### config.mk
export PLATFORM = sky130hd
export DESIGN_NAME = noise_filter_flat
export DESIGN_NICKNAME = d
export VERILOG_FILES = /design/src/rtl/noise_pkg.sv /design/src/rtl/noise_filter_if.sv /design/src/rtl/noise_decide.sv /design/src/rtl/noise_filter.sv /design/src/flat_wrapper.sv
export SDC_FILE = /design/constraint.sdc
export NUM_CORES = 1
export LEC_CHECK = 0
export ABC_AREA = 1
export CAP_MARGIN = 20
export CELL_PAD_IN_SITES_DETAIL_PLACEMENT = 0
export CELL_PAD_IN_SITES_GLOBAL_PLACEMENT = 1
export CORE_MARGIN = 2
export CORE_UTILIZATION = 45
export CTS_CLUSTER_SIZE = 28
export DETAILED_ROUTE_END_ITERATION = 10
export PLACE_DENSITY_LB_ADDON = 0.1
export SYNTH_ARGS = -nofsm -noshare
export SYNTH_HDL_FRONTEND = slang
export SYNTH_HIERARCHICAL = 1
export SYNTH_SLANG_ARGS = --single-unit
export TNS_END_PERCENT = 20
### constraint.sdc
create_clock -name clk -period 7.7 [get_ports clk]
set_input_delay 1.54 -clock clk [delete_from_list [all_inputs] [get_ports clk]]
set_output_delay 1.54 -clock clk [all_outputs]
set_load 0.01 [all_outputs]
### src/rtl/noise_pkg.sv
// Shared constants for the impulse-noise filter: FSM encoding,
// 3x3 window offsets and the border classifier.
package noise_pkg;

    typedef logic [2:0] state_t;

    localparam state_t S_IDLE = 3'd0;
    localparam state_t S_RD   = 3'd1;
    localparam state_t S_CAP  = 3'd2;
    localparam state_t S_CALC = 3'd3;
    localparam state_t S_WR   = 3'd4;
    localparam state_t S_FIN  = 3'd5;

    localparam int WIN_N = 9;

    localparam int WIN_DR [WIN_N] = '{
        -1, -1, -1, 0, 0, 0, 1, 1, 1
    };
    localparam int WIN_DC [WIN_N] = '{
        -1, 0, 1, -1, 0, 1, -1, 0, 1
    };

    localparam logic [3:0] K_CTR  = 4'd4;
    localparam logic [3:0] K_LAST = 4'd8;

    function automatic logic is_border(
        input logic [15:0] r,
        input logic [15:0] c,
        input logic [15:0] m,
        input logic [15:0] n
    );
        return (m < 16'd3) || (n < 16'd3) ||
               (r == 16'd0) || (r == m - 16'd1) ||
               (c == 16'd0) || (c == n - 16'd1);
    endfunction

endpackage

### src/rtl/noise_filter_if.sv
// Frame control, source-RAM read port and output-RAM write port
// of the noise filter stage.
interface noise_filter_if
    import noise_pkg::*;
#(
    parameter int DATA_WIDTH = 8,
    parameter int ADDR_WIDTH = 16
);
    logic                  start;
    logic [15:0]           M;
    logic [15:0]           N;
    logic [ADDR_WIDTH-1:0] rd_addr;
    logic [DATA_WIDTH-1:0] rd_data;
    logic                  wr_en;
    logic [ADDR_WIDTH-1:0] wr_addr;
    logic [DATA_WIDTH-1:0] wr_data;
    logic                  busy;
    logic                  done;
    logic [31:0]           noise_count;

    modport master (
        output start, M, N, rd_data,
        input  rd_addr, wr_en, wr_addr, wr_data,
        input  busy, done, noise_count
    );

    modport slave (
        input  start, M, N, rd_data,
        output rd_addr, wr_en, wr_addr, wr_data,
        output busy, done, noise_count
    );
endinterface

### src/rtl/noise_decide.sv
// Combinational noise decision for one interior pixel from its
// eight neighbours and centre value.
module noise_decide
    import noise_pkg::*;
#(
    parameter int DATA_WIDTH = 8,
    parameter int THRESH     = 64
) (
    input  logic [8*DATA_WIDTH-1:0] i_nbrs,
    input  logic [DATA_WIDTH-1:0]   i_centre,
    output logic                    o_noisy,
    output logic [DATA_WIDTH-1:0]   o_pix
);
    localparam int SW = DATA_WIDTH + 3;

    logic [SW-1:0]         w_sum;
    logic [DATA_WIDTH-1:0] w_mean;
    logic [DATA_WIDTH-1:0] w_diff;

    always_comb begin
        w_sum = '0;
        for (int i = 0; i < 8; i++) begin
            w_sum = w_sum +
                SW'(i_nbrs[i*DATA_WIDTH +: DATA_WIDTH]);
        end
    end

    assign w_mean = w_sum[SW-1:3];

    assign w_diff = (i_centre > w_mean) ?
                    i_centre - w_mean :
                    w_mean - i_centre;

    // Stuck-at-black/white pixels are noise regardless of deviation.
    assign o_noisy = (i_centre == '0) ||
                     (i_centre == '1) ||
                     (int'(w_diff) > THRESH);

    assign o_pix = o_noisy ? w_mean : i_centre;

endmodule

### src/rtl/noise_filter.sv
// Impulse-noise filter: walks the frame row-major, reads each pixel's
// window, and writes the filtered pixel at the same index.
module noise_filter
    import noise_pkg::*;
#(
    parameter int DATA_WIDTH = 8,
    parameter int ADDR_WIDTH = 16,
    parameter int THRESH     = 64
) (
    input  logic         clk,
    input  logic         rst,
    noise_filter_if.slave bus
);
    localparam int DW = DATA_WIDTH;
    localparam int AW = ADDR_WIDTH;

    state_t        r_state;
    logic          r_busy;
    logic          r_done;
    logic [31:0]   r_cnt;
    logic [15:0]   r_m;
    logic [15:0]   r_n;
    logic [15:0]   r_r;
    logic [15:0]   r_c;
    logic [AW-1:0] r_rb;
    logic [3:0]    r_k;
    logic [AW-1:0] r_wr_addr;
    logic [DW-1:0] r_wr_data;
    logic [DW-1:0] r_win [WIN_N];

    logic          w_border;
    logic [3:0]    w_ki;
    int            w_dr;
    int            w_dc;
    logic [AW-1:0] w_n;
    logic [AW-1:0] w_row;
    logic [AW-1:0] w_dcv;
    logic [AW-1:0] w_rd_addr;
    logic          w_eol;
    logic          w_last;
    logic [8*DW-1:0] w_nbrs;
    logic          w_noisy;
    logic [DW-1:0] w_pix;

    assign w_border = is_border(r_r, r_c, r_m, r_n);
    assign w_ki     = w_border ? K_CTR : r_k;
    assign w_dr     = WIN_DR[w_ki];
    assign w_dc     = WIN_DC[w_ki];
    assign w_n      = AW'(r_n);

    // Window row base derived from the row-base register, no multiply.
    always_comb begin
        w_row = r_rb;
        unique case (1'b1)
            (w_dr < 0): w_row = r_rb - w_n;
            (w_dr > 0): w_row = r_rb + w_n;
            default:    w_row = r_rb;
        endcase
    end

    always_comb begin
        w_dcv = '0;
        unique case (1'b1)
            (w_dc < 0): w_dcv = '1;
            (w_dc > 0): w_dcv = AW'(1);
            default:    w_dcv = '0;
        endcase
    end

    assign w_rd_addr = w_row + AW'(r_c) + w_dcv;
    assign w_eol     = (r_c == r_n - 16'd1);
    assign w_last    = w_eol && (r_r == r_m - 16'd1);

    assign w_nbrs = {
        r_win[8], r_win[7], r_win[6], r_win[5],
        r_win[3], r_win[2], r_win[1], r_win[0]
    };

    noise_decide #(
        .DATA_WIDTH(DW),
        .THRESH    (THRESH)
    ) u_decide (
        .i_nbrs  (w_nbrs),
        .i_centre(r_win[K_CTR]),
        .o_noisy (w_noisy),
        .o_pix   (w_pix)
    );

    always_ff @(posedge clk) begin
        if (rst) begin
            r_state   <= S_IDLE;
            r_busy    <= 1'b0;
            r_done    <= 1'b0;
            r_cnt     <= '0;
            r_m       <= '0;
            r_n       <= '0;
            r_r       <= '0;
            r_c       <= '0;
            r_rb      <= '0;
            r_k       <= '0;
            r_wr_addr <= '0;
            r_wr_data <= '0;
            for (int i = 0; i < WIN_N; i++) begin
                r_win[i] <= '0;
            end
        end else begin
            unique case (r_state)
                S_IDLE, S_FIN: begin
                    r_state <= S_IDLE;
                    if (bus.start) begin
                        r_m   <= bus.M;
                        r_n   <= bus.N;
                        r_r   <= '0;
                        r_c   <= '0;
                        r_rb  <= '0;
                        r_k   <= '0;
                        r_cnt <= '0;
                        if (bus.M == 16'd0 ||
                            bus.N == 16'd0) begin
                            r_state <= S_FIN;
                            r_done  <= 1'b1;
                            r_busy  <= 1'b0;
                        end else begin
                            r_state <= S_RD;
                            r_done  <= 1'b0;
                            r_busy  <= 1'b1;
                        end
                    end
                end
                S_RD: begin
                    // Data for the read issued last cycle.
                    if (r_k != 4'd0) begin
                        r_win[r_k - 4'd1] <= bus.rd_data;
                    end
                    if (w_border || r_k == K_LAST) begin
                        r_state <= S_CAP;
                    end else begin
                        r_k <= r_k + 4'd1;
                    end
                end
                S_CAP: begin
                    r_win[w_ki] <= bus.rd_data;
                    r_wr_addr   <= r_rb + AW'(r_c);
                    if (w_border) begin
                        r_wr_data <= bus.rd_data;
                        r_state   <= S_WR;
                    end else begin
                        r_state   <= S_CALC;
                    end
                end
                S_CALC: begin
                    r_wr_data <= w_pix;
                    if (w_noisy) begin
                        r_cnt <= r_cnt + 32'd1;
                    end
                    r_state <= S_WR;
                end
                S_WR: begin
                    r_k <= '0;
                    if (w_eol) begin
                        r_c  <= '0;
                        r_r  <= r_r + 16'd1;
                        r_rb <= r_rb + w_n;
                    end else begin
                        r_c  <= r_c + 16'd1;
                    end
                    if (w_last) begin
                        r_state <= S_FIN;
                        r_done  <= 1'b1;
                        r_busy  <= 1'b0;
                    end else begin
                        r_state <= S_RD;
                    end
                end
                default: r_state <= S_IDLE;
            endcase
        end
    end

    assign bus.rd_addr     = w_rd_addr;
    assign bus.wr_en       = (r_state == S_WR);
    assign bus.wr_addr     = r_wr_addr;
    assign bus.wr_data     = r_wr_data;
    assign bus.busy        = r_busy;
    assign bus.done        = r_done;
    assign bus.noise_count = r_cnt;

endmodule

### src/flat_wrapper.sv
// flat-port wrapper written by rule: the top's interface ports become plain ports
module noise_filter_flat import noise_pkg::*;
#(
    parameter int DATA_WIDTH = 8,
    parameter int ADDR_WIDTH = 16,
    parameter int THRESH     = 64
)
  (clk, rst, bus_start, bus_M, bus_N, bus_rd_data, bus_rd_addr, bus_wr_en, bus_wr_addr, bus_wr_data, bus_busy, bus_done, bus_noise_count);
  noise_filter_if #(.DATA_WIDTH(DATA_WIDTH), .ADDR_WIDTH(ADDR_WIDTH)) bus_i ();
  input  logic clk;
  input  logic rst;
  input wire logic [$bits(bus_i.start)-1:0] bus_start;
  input wire logic [$bits(bus_i.M)-1:0] bus_M;
  input wire logic [$bits(bus_i.N)-1:0] bus_N;
  input wire logic [$bits(bus_i.rd_data)-1:0] bus_rd_data;
  output wire logic [$bits(bus_i.rd_addr)-1:0] bus_rd_addr;
  output wire logic [$bits(bus_i.wr_en)-1:0] bus_wr_en;
  output wire logic [$bits(bus_i.wr_addr)-1:0] bus_wr_addr;
  output wire logic [$bits(bus_i.wr_data)-1:0] bus_wr_data;
  output wire logic [$bits(bus_i.busy)-1:0] bus_busy;
  output wire logic [$bits(bus_i.done)-1:0] bus_done;
  output wire logic [$bits(bus_i.noise_count)-1:0] bus_noise_count;
  assign bus_i.start = bus_start;
  assign bus_i.M = bus_M;
  assign bus_i.N = bus_N;
  assign bus_i.rd_data = bus_rd_data;
  assign bus_rd_addr = bus_i.rd_addr;
  assign bus_wr_en = bus_i.wr_en;
  assign bus_wr_addr = bus_i.wr_addr;
  assign bus_wr_data = bus_i.wr_data;
  assign bus_busy = bus_i.busy;
  assign bus_done = bus_i.done;
  assign bus_noise_count = bus_i.noise_count;
  noise_filter #(.DATA_WIDTH(DATA_WIDTH), .ADDR_WIDTH(ADDR_WIDTH), .THRESH(THRESH)) u_core (.clk(clk), .rst(rst), .bus(bus_i));
endmodule
# ---- After elaboration in Yosys (flattened, before gate mapping)
# Memory sizes are Yosys's and may differ from the RTL's.
# Index checks and enable logic that the tools add are counted.
dict set report totals {
  regBits 145
  ram_bits 72
  mem_bits_ro 1024
  input_bits 43
  output_inout_bits 75
  wordCells 146
  n_memories 3
}
dict set report classes {
  n_addsub 21
  magnitude_cmp 9
  n_eq_ne 16
  muxes 53
  bitwise_logic 1
  n_reduce_logical 31
}
# name depth word_bits read_ports rd_clocked_by_memory_dff wr line_no
set memory_table {}
lappend memory_table {{(no name shown)} 16 32 1 0 0 noise_filter.sv:48} ;# assign w_dc = WIN_DC[w_ki];
lappend memory_table {{(no name shown)} 16 32 1 0 0 noise_filter.sv:47} ;# assign w_dr = WIN_DR[w_ki];
lappend memory_table {u_core.r_win 9 8 9 0 9 noise_filter.sv:29} ;# logic [DW-1:0] r_win [WIN_N];
# op count
set op_table {}
lappend op_table {{two-way mux 32 bit} 6}
lappend op_table {{case mux 16 bit (2 select lines)} 5}
lappend op_table {{adder 16 bit} 4}
lappend op_table {{> comparator 32 x 1 -> 1 bit (second input constant)} 2}
lappend op_table {{logical NOT 16 bit} 4}
lappend op_table {{less-than comparator 32 x 1 -> 1 bit (second input constant)} 2}
lappend op_table {{two-way mux 16 bit} 4}
lappend op_table {{case mux 32 bit (2 select lines)} 1}
lappend op_table {{adder 11 x 8 -> 11 bit} 4}
lappend op_table {{two-way mux 8 bit} 5}
lappend op_table {{adder 16 x 1 -> 16 bit (second input constant)} 2}
lappend op_table {{adder 32 x 1 -> 32 bit (second input constant)} 1}
lappend op_table {{equality test 16 bit} 2}
lappend op_table {{less-than comparator 16 x 2 -> 1 bit (second input constant)} 2}
lappend op_table {{subtractor 16 x 1 -> 16 bit (second input constant)} 2}
lappend op_table {{two-way mux 4 bit} 5}
lappend op_table {{two-way mux 1 bit} 17}
lappend op_table {{case mux 8 bit (2 select lines)} 1}
lappend op_table {{OR reduction 8 bit} 2}
lappend op_table {{subtractor 16 bit} 1}
lappend op_table {{subtractor 8 bit} 2}
lappend op_table {{two-way mux 3 bit} 5}
lappend op_table {{case mux 3 bit (5 select lines)} 1}
lappend op_table {{case mux 4 bit (3 select lines)} 1}
lappend op_table {{other kinds (27)} 50}

# ---- Depth between registers and ports, before layout
dict set report depth {
  word_depth 15
  depth_mapped 42
  depth_no_buf 42
}

# ---- Cells and area by module
# Netlist, hierarchy kept.
# mod n_inst cells_per_inst area_per_inst_um2 seq_area_each_um2
set by_module_without_submodules {}
lappend by_module_without_submodules {noise_filter 1 1875 13963.4 5064.9}
lappend by_module_without_submodules {noise_decide 1 348 2537.4 0.0}

# ---- Worst setup path after synthesis
# OpenSTA, ideal clock, no wires.
dict set report synth_path {
  kind {reg-to-output}
  start {reg u_core.r_n[1]}
  end {out bus_rd_addr[15]}
  arrival_ps 5572
  required_time_ps 6160
  setup_slack_ps 588
  stages_incl_launch_ff 32
  n_path_buf 0
  path_cell_list {dfxtp_1 inv_1 ha_1 xor2_1 nand2_1 inv_1 nand4_1 nor3_2 nand2_2 nand3_4 nor2_4 ha_1 inv_1 nand2_1 nand3_1 fa_1 inv_1 ha_1 fa_1 nand3_1 nand2_1 a21oi_1 o21ai_0 a21boi_0 o21ai_0 a21oi_1 nor2_1 nor2_1 inv_1 nand3_1 nand3_1 nand2_1}
}
dict set report synth_between {
  elab_chain_len 15
  word_cells_on_any_way 26
}
# item line_no
set synth_lines {}
lappend synth_lines {{start: declaration} noise_filter.sv:22} ;# logic [15:0] r_n;
lappend synth_lines {{start signal: assignment} noise_filter.sv:112} ;# r_n <= bus.N;
lappend synth_lines {{branches (longest 14 deep; another with memory read (16 x 32 bit))} n/a}
lappend synth_lines {{adder 16 bit *} noise_filter.sv:70} ;# assign w_rd_addr = w_row + AW'(r_c) + w_dcv;
lappend synth_lines {{end: declaration} flat_wrapper.sv:16} ;# output wire logic [$bits(bus_i.rd_addr)-1:0] bus_rd_addr;
# Every way passes the cells marked *. The select of a mux whose other input is x is not followed.

# ---- Worst setup path in the final report
dict set report layout_path {
  start {reg u_core.r_m[2]}
  end {out bus_rd_addr[14]}
}
dict set report layout_between {
  elab_chain_len 15
  word_cells_on_any_way 24
}
# item line_no
set layout_lines {}
lappend layout_lines {{start: declaration} noise_filter.sv:21} ;# logic [15:0] r_m;
lappend layout_lines {{start signal: assignment} noise_filter.sv:111} ;# r_m <= bus.M;
lappend layout_lines {{branches (longest 3 deep; another with subtractor 16 x 1 -> 16 bit)} n/a}
lappend layout_lines {{logical OR 1 bit * (2 in a row)} noise_pkg.sv:33} ;# (r == 16'd0) || (r == m - 16'd1) ||
lappend layout_lines {{logical OR 1 bit *} noise_pkg.sv:34} ;# (c == 16'd0) || (c == n - 16'd1);
lappend layout_lines {{two-way mux 4 bit *} noise_filter.sv:46} ;# assign w_ki = w_border ? K_CTR : r_k;
lappend layout_lines {{inverter 4 -> 5 bit (not written as such) *} {noise_filter.sv:47, noise_filter.sv:48}}
lappend layout_lines {{memory read (16 x 32 bit)} n/a}
lappend layout_lines {{two-way mux 32 bit (not written as such) (2 in a row)} noise_filter.sv:47}
lappend layout_lines {{> comparator 32 x 1 -> 1 bit / less-than comparator 32 x 1 -> 1 bit (equally long branches)} {noise_filter.sv:56, noise_filter.sv:55}}
lappend layout_lines {{case mux 16 bit (2 select lines)} noise_filter.sv:54} ;# unique case (1'b1)
lappend layout_lines {{adder 16 bit} noise_filter.sv:70}
lappend layout_lines {{adder 16 bit *} noise_filter.sv:70}
# Marks and branches as above.

==> impl_metrics.yaml <==
pwr:
  seqPwrFrac: 0.264
  p_clk_frac: 0.280
  p_per_area_mw_per_mm2: 246
  combPwrFrac: 0.457
  p_int_w: 0.00282
  peakVddDrop_mv: 0.190
  fin_total_pwr_w: 0.00480
  p_sw_frac: 0.413
  leakage_nw: 9.07
  power.switching_w: 0.00198
detailed_routing:
  drc: 0
  via_per_inst: 5.25
  wl_um: 48400
  drt_first_iter_violations: 792
  drtPass1Iterations: 5
  route.vias.total: 14999
  ant_nets: 0
  wl_per_cell_um: 16.9
setup_path:
  critPathSlowestCell: "fa_1"
  critPathCaptureType: "output port"
  cpPeakStageDelay_ns: 0.53
  critPathArrivalTime_ns: 5.85
  cpMostUsedCell: "nand2_1"
  critPathKind: "reg -> out"
  startpoint_type: "register"
  critical_path_required_ns: 6.16
  cp_max_fo: 6
timing:
  skew_ns: 0.0182
  period_share: 0.960
  slew_viol_final: 0
  fmax_mhz: 135
  finalHoldViolCount: 0
  worstMarginPinSlew_ns: 1.05
  whs_ns: 0.496
  slew_headroom: 0.301
  fin_crit_ns: 7.39
  setup_tns_ns: 0
  rsz0062_at_grt: "yes"
  setup_viol: 0
run_status:
  status: "completed"
synth:
  synth_cell_types: 65
  yosysSeqAreaShare: 0.307
  syn-mean-instance-area_um2: 7.42
  yosys_most_used_dff: "dfxtp_1"
  synth_edf_count: 72
  netlist_area_mm2: 0.0165
  ys_warn_count: 6
  synthArstFlopShare: 0
  synthesis.nets: 2430
  synth_seq_cells: 217
  synthCells: 2223
finish:
  area_growth_pct: 18.3
  layout_commonest_cell: "nand2_1"
  fillers: 3578
  post_route_cells_drive_above_1_share: 0.0925
  final_core_util: 0.537
  nets: 2576
  final_area_mm2: 0.0195
  final_cell_mix: "nand2_1 (408), inv_1 (356), nor2_1 (220)"
  n_antenna_cell: 0
global_route:
  grt_pass1_wl_um: 76600
  track_usage: 0.252
  grt_max_degree: 69
  grt.overflow.total: 0
  antenna_found_initial: 0
  first_global_vias: 14297
clock_network:
  root_buffer: "clkbuf_16"
  htreeDepth: 1
  hold_buffers: 0
  cts_buffer_depth: 3
  cts_made_buffers: 27
  cts_tree: "done"
  clk_pin_slew_worst_paths_ns: 0.06
  clock_sinks: 217
  worstSkewPairLatency_ns: 0.57
placed_design:
  gp_congestion: 0.902
  placed_area_mm2: 0.0184
  dp_hpwl_um: 38800
  port_buffers: 117
floorplan:
  rows: 70
  die_height_um: 195
  initial_core_util: 0.454
  pin_count: 118
  fp.coreArea_mm2: 0.0363
  die_x_um: 195
  die-area_mm2: 0.0382
run:
  maxCapViolations: 0
min_path:
  min_path_type: "reg -> reg"
sequential cells by signal (all words and copies together), names as in the netlist:
register	cells
u_core/bus.busy	1
u_core/bus.done	1
u_core/bus.noise_count	32
u_core/bus.wr_addr	16
u_core/bus.wr_data	8
u_core/r_c	16
u_core/r_k	4
u_core/r_m	16
u_core/r_n	16
u_core/r_r	16
u_core/r_rb	16
u_core/r_state	3
u_core/r_win	72
power groups by stage:
| stage | clock (W) | sequential [W] | combinational, W |
|---|---|---|---|
| after floorplan | 0 | 0.00128 | 0.00162 |
| after global placement | 0 | 0.00129 | 0.00209 |
| after detailed placement | 0 | 0.00129 | 0.00213 |
| after CTS | 0.00137 | 0.00127 | 0.00214 |
| after global routing | 0.00141 | 0.00127 | 0.00250 |
| final | 0.00134 | 0.00127 | 0.00219 |
metrics by stage:
step,instances,worst slack (ns)
after floorplan,2223,0.588
after CTS,2857,0.0124
after global routing,2858,-0.118
final,2858,0.310
after detailed placement,2805,0.104
after global placement,2805,0.222
cells in the mapped netlist (8+ instances only):
| cell | count | area share |
|---|---|---|
| a211oi_1 | 8 | 0.0036 |
| a21oi_1 | 183 | 0.056 |
| buf_2 | 8 | 0.0024 |
| clkbuf_1 | 36 | 0.0082 |
| clkinv_1 | 9 | 0.0020 |
| dfxtp_1 | 145 | 0.18 |
| edfxtp_1 | 72 | 0.13 |
| fa_1 | 67 | 0.081 |
| ha_1 | 97 | 0.074 |
| inv_1 | 360 | 0.082 |
| inv_2 | 10 | 0.0023 |
| nand2_1 | 413 | 0.094 |
| nand2_2 | 14 | 0.0053 |
| nand3_1 | 110 | 0.033 |
| nand3b_1 | 8 | 0.0036 |
| nand4_1 | 47 | 0.018 |
| nor2_1 | 231 | 0.053 |
| nor2_2 | 16 | 0.0061 |
| nor3_1 | 25 | 0.0076 |
| nor4_1 | 23 | 0.0087 |
| o21ai_0 | 127 | 0.039 |
| o21bai_1 | 10 | 0.0045 |
| or2_2 | 9 | 0.0034 |
| xnor2_1 | 21 | 0.011 |
| xor2_1 | 67 | 0.036 |
repair_timing:
action                                  in CTS  in global routing
gates cloned                                 0                  0
endpoints found under the setup margin       5                 24
pin swaps                                    5                 13
endpoints found under the hold margin        0                  0
gates resized for setup                     15                 43
setup buffers                                2                  1
final cells by class:
type	count	area [um2]	area share
timing repair buffer	166	1540	0.0786
tap	468	586	0.0300
inverter	380	1430	0.0733
multi-input combinational	1577	9980	0.511
clock inverter	17	233	0.0119
clock buffer	33	698	0.0358
sequential	217	5060	0.259
layer usage:
| metal | vias up | global-route usage | routed length, um | share of wire |
|---|---|---|---|---|
| li1 | 7529 | - | - | - |
| met1 | 7067 | 0.376 | 24300 | 0.50 |
| met2 | 355 | 0.395 | 21000 | 0.43 |
| met3 | 48 | 0.0302 | 2520 | 0.052 |
| met4 | 0 | 0.0438 | 678 | 0.014 |
| met5 | - | 0 | 0 | 0 |
worst max-delay path, delay by kind of cell, from the launching register on:
| kind | cells | cell delay [ns] |
|---|---|---|
| adders and majority gates | 3 | 1.07 |
| xor gates and xnor gates | 1 | 0.19 |
| AOI/OAI and AO/OA | 8 | 1.10 |
| buffers and inverters | 6 | 0.67 |
| DFF | 1 | 0.37 |
| and+or+nand+nor | 18 | 1.88 |
worst paths after layout:
path	cells after the start	from	slack [ns]	to
worst max-delay path	36	u_core/r_m[2]$_SDFFE_PP0P_	0.31	bus_rd_addr[14]
worst min-delay path	1	u_core/bus.noise_count[7]$_SDFFE_PP0P_	0.50	u_core/bus.noise_count[7]$_SDFFE_PP0P_
worst max register to register	37	u_core/r_win[0][4]$_SDFFCE_PN0P_	0.49	u_core/bus.noise_count[28]$_SDFFE_PP0P_
worst min register to register	1	u_core/bus.noise_count[7]$_SDFFE_PP0P_	0.50	u_core/bus.noise_count[7]$_SDFFE_PP0P_
cell families (layout without fill, tap and decap cells):
logic type               after synthesis  in the layout  synth area share
XOR/XNOR                              88             88            0.0467
buffers and inverters                429            596            0.0990
flip-flops                           217            217             0.307
AND/OR/NAND/NOR                      931            931             0.258
adder cells (fa/ha/maj)              164            164             0.155
AO/OA/AOI/OAI                        394            394             0.134
Note: power is estimated with default switching activity, not from simulation.
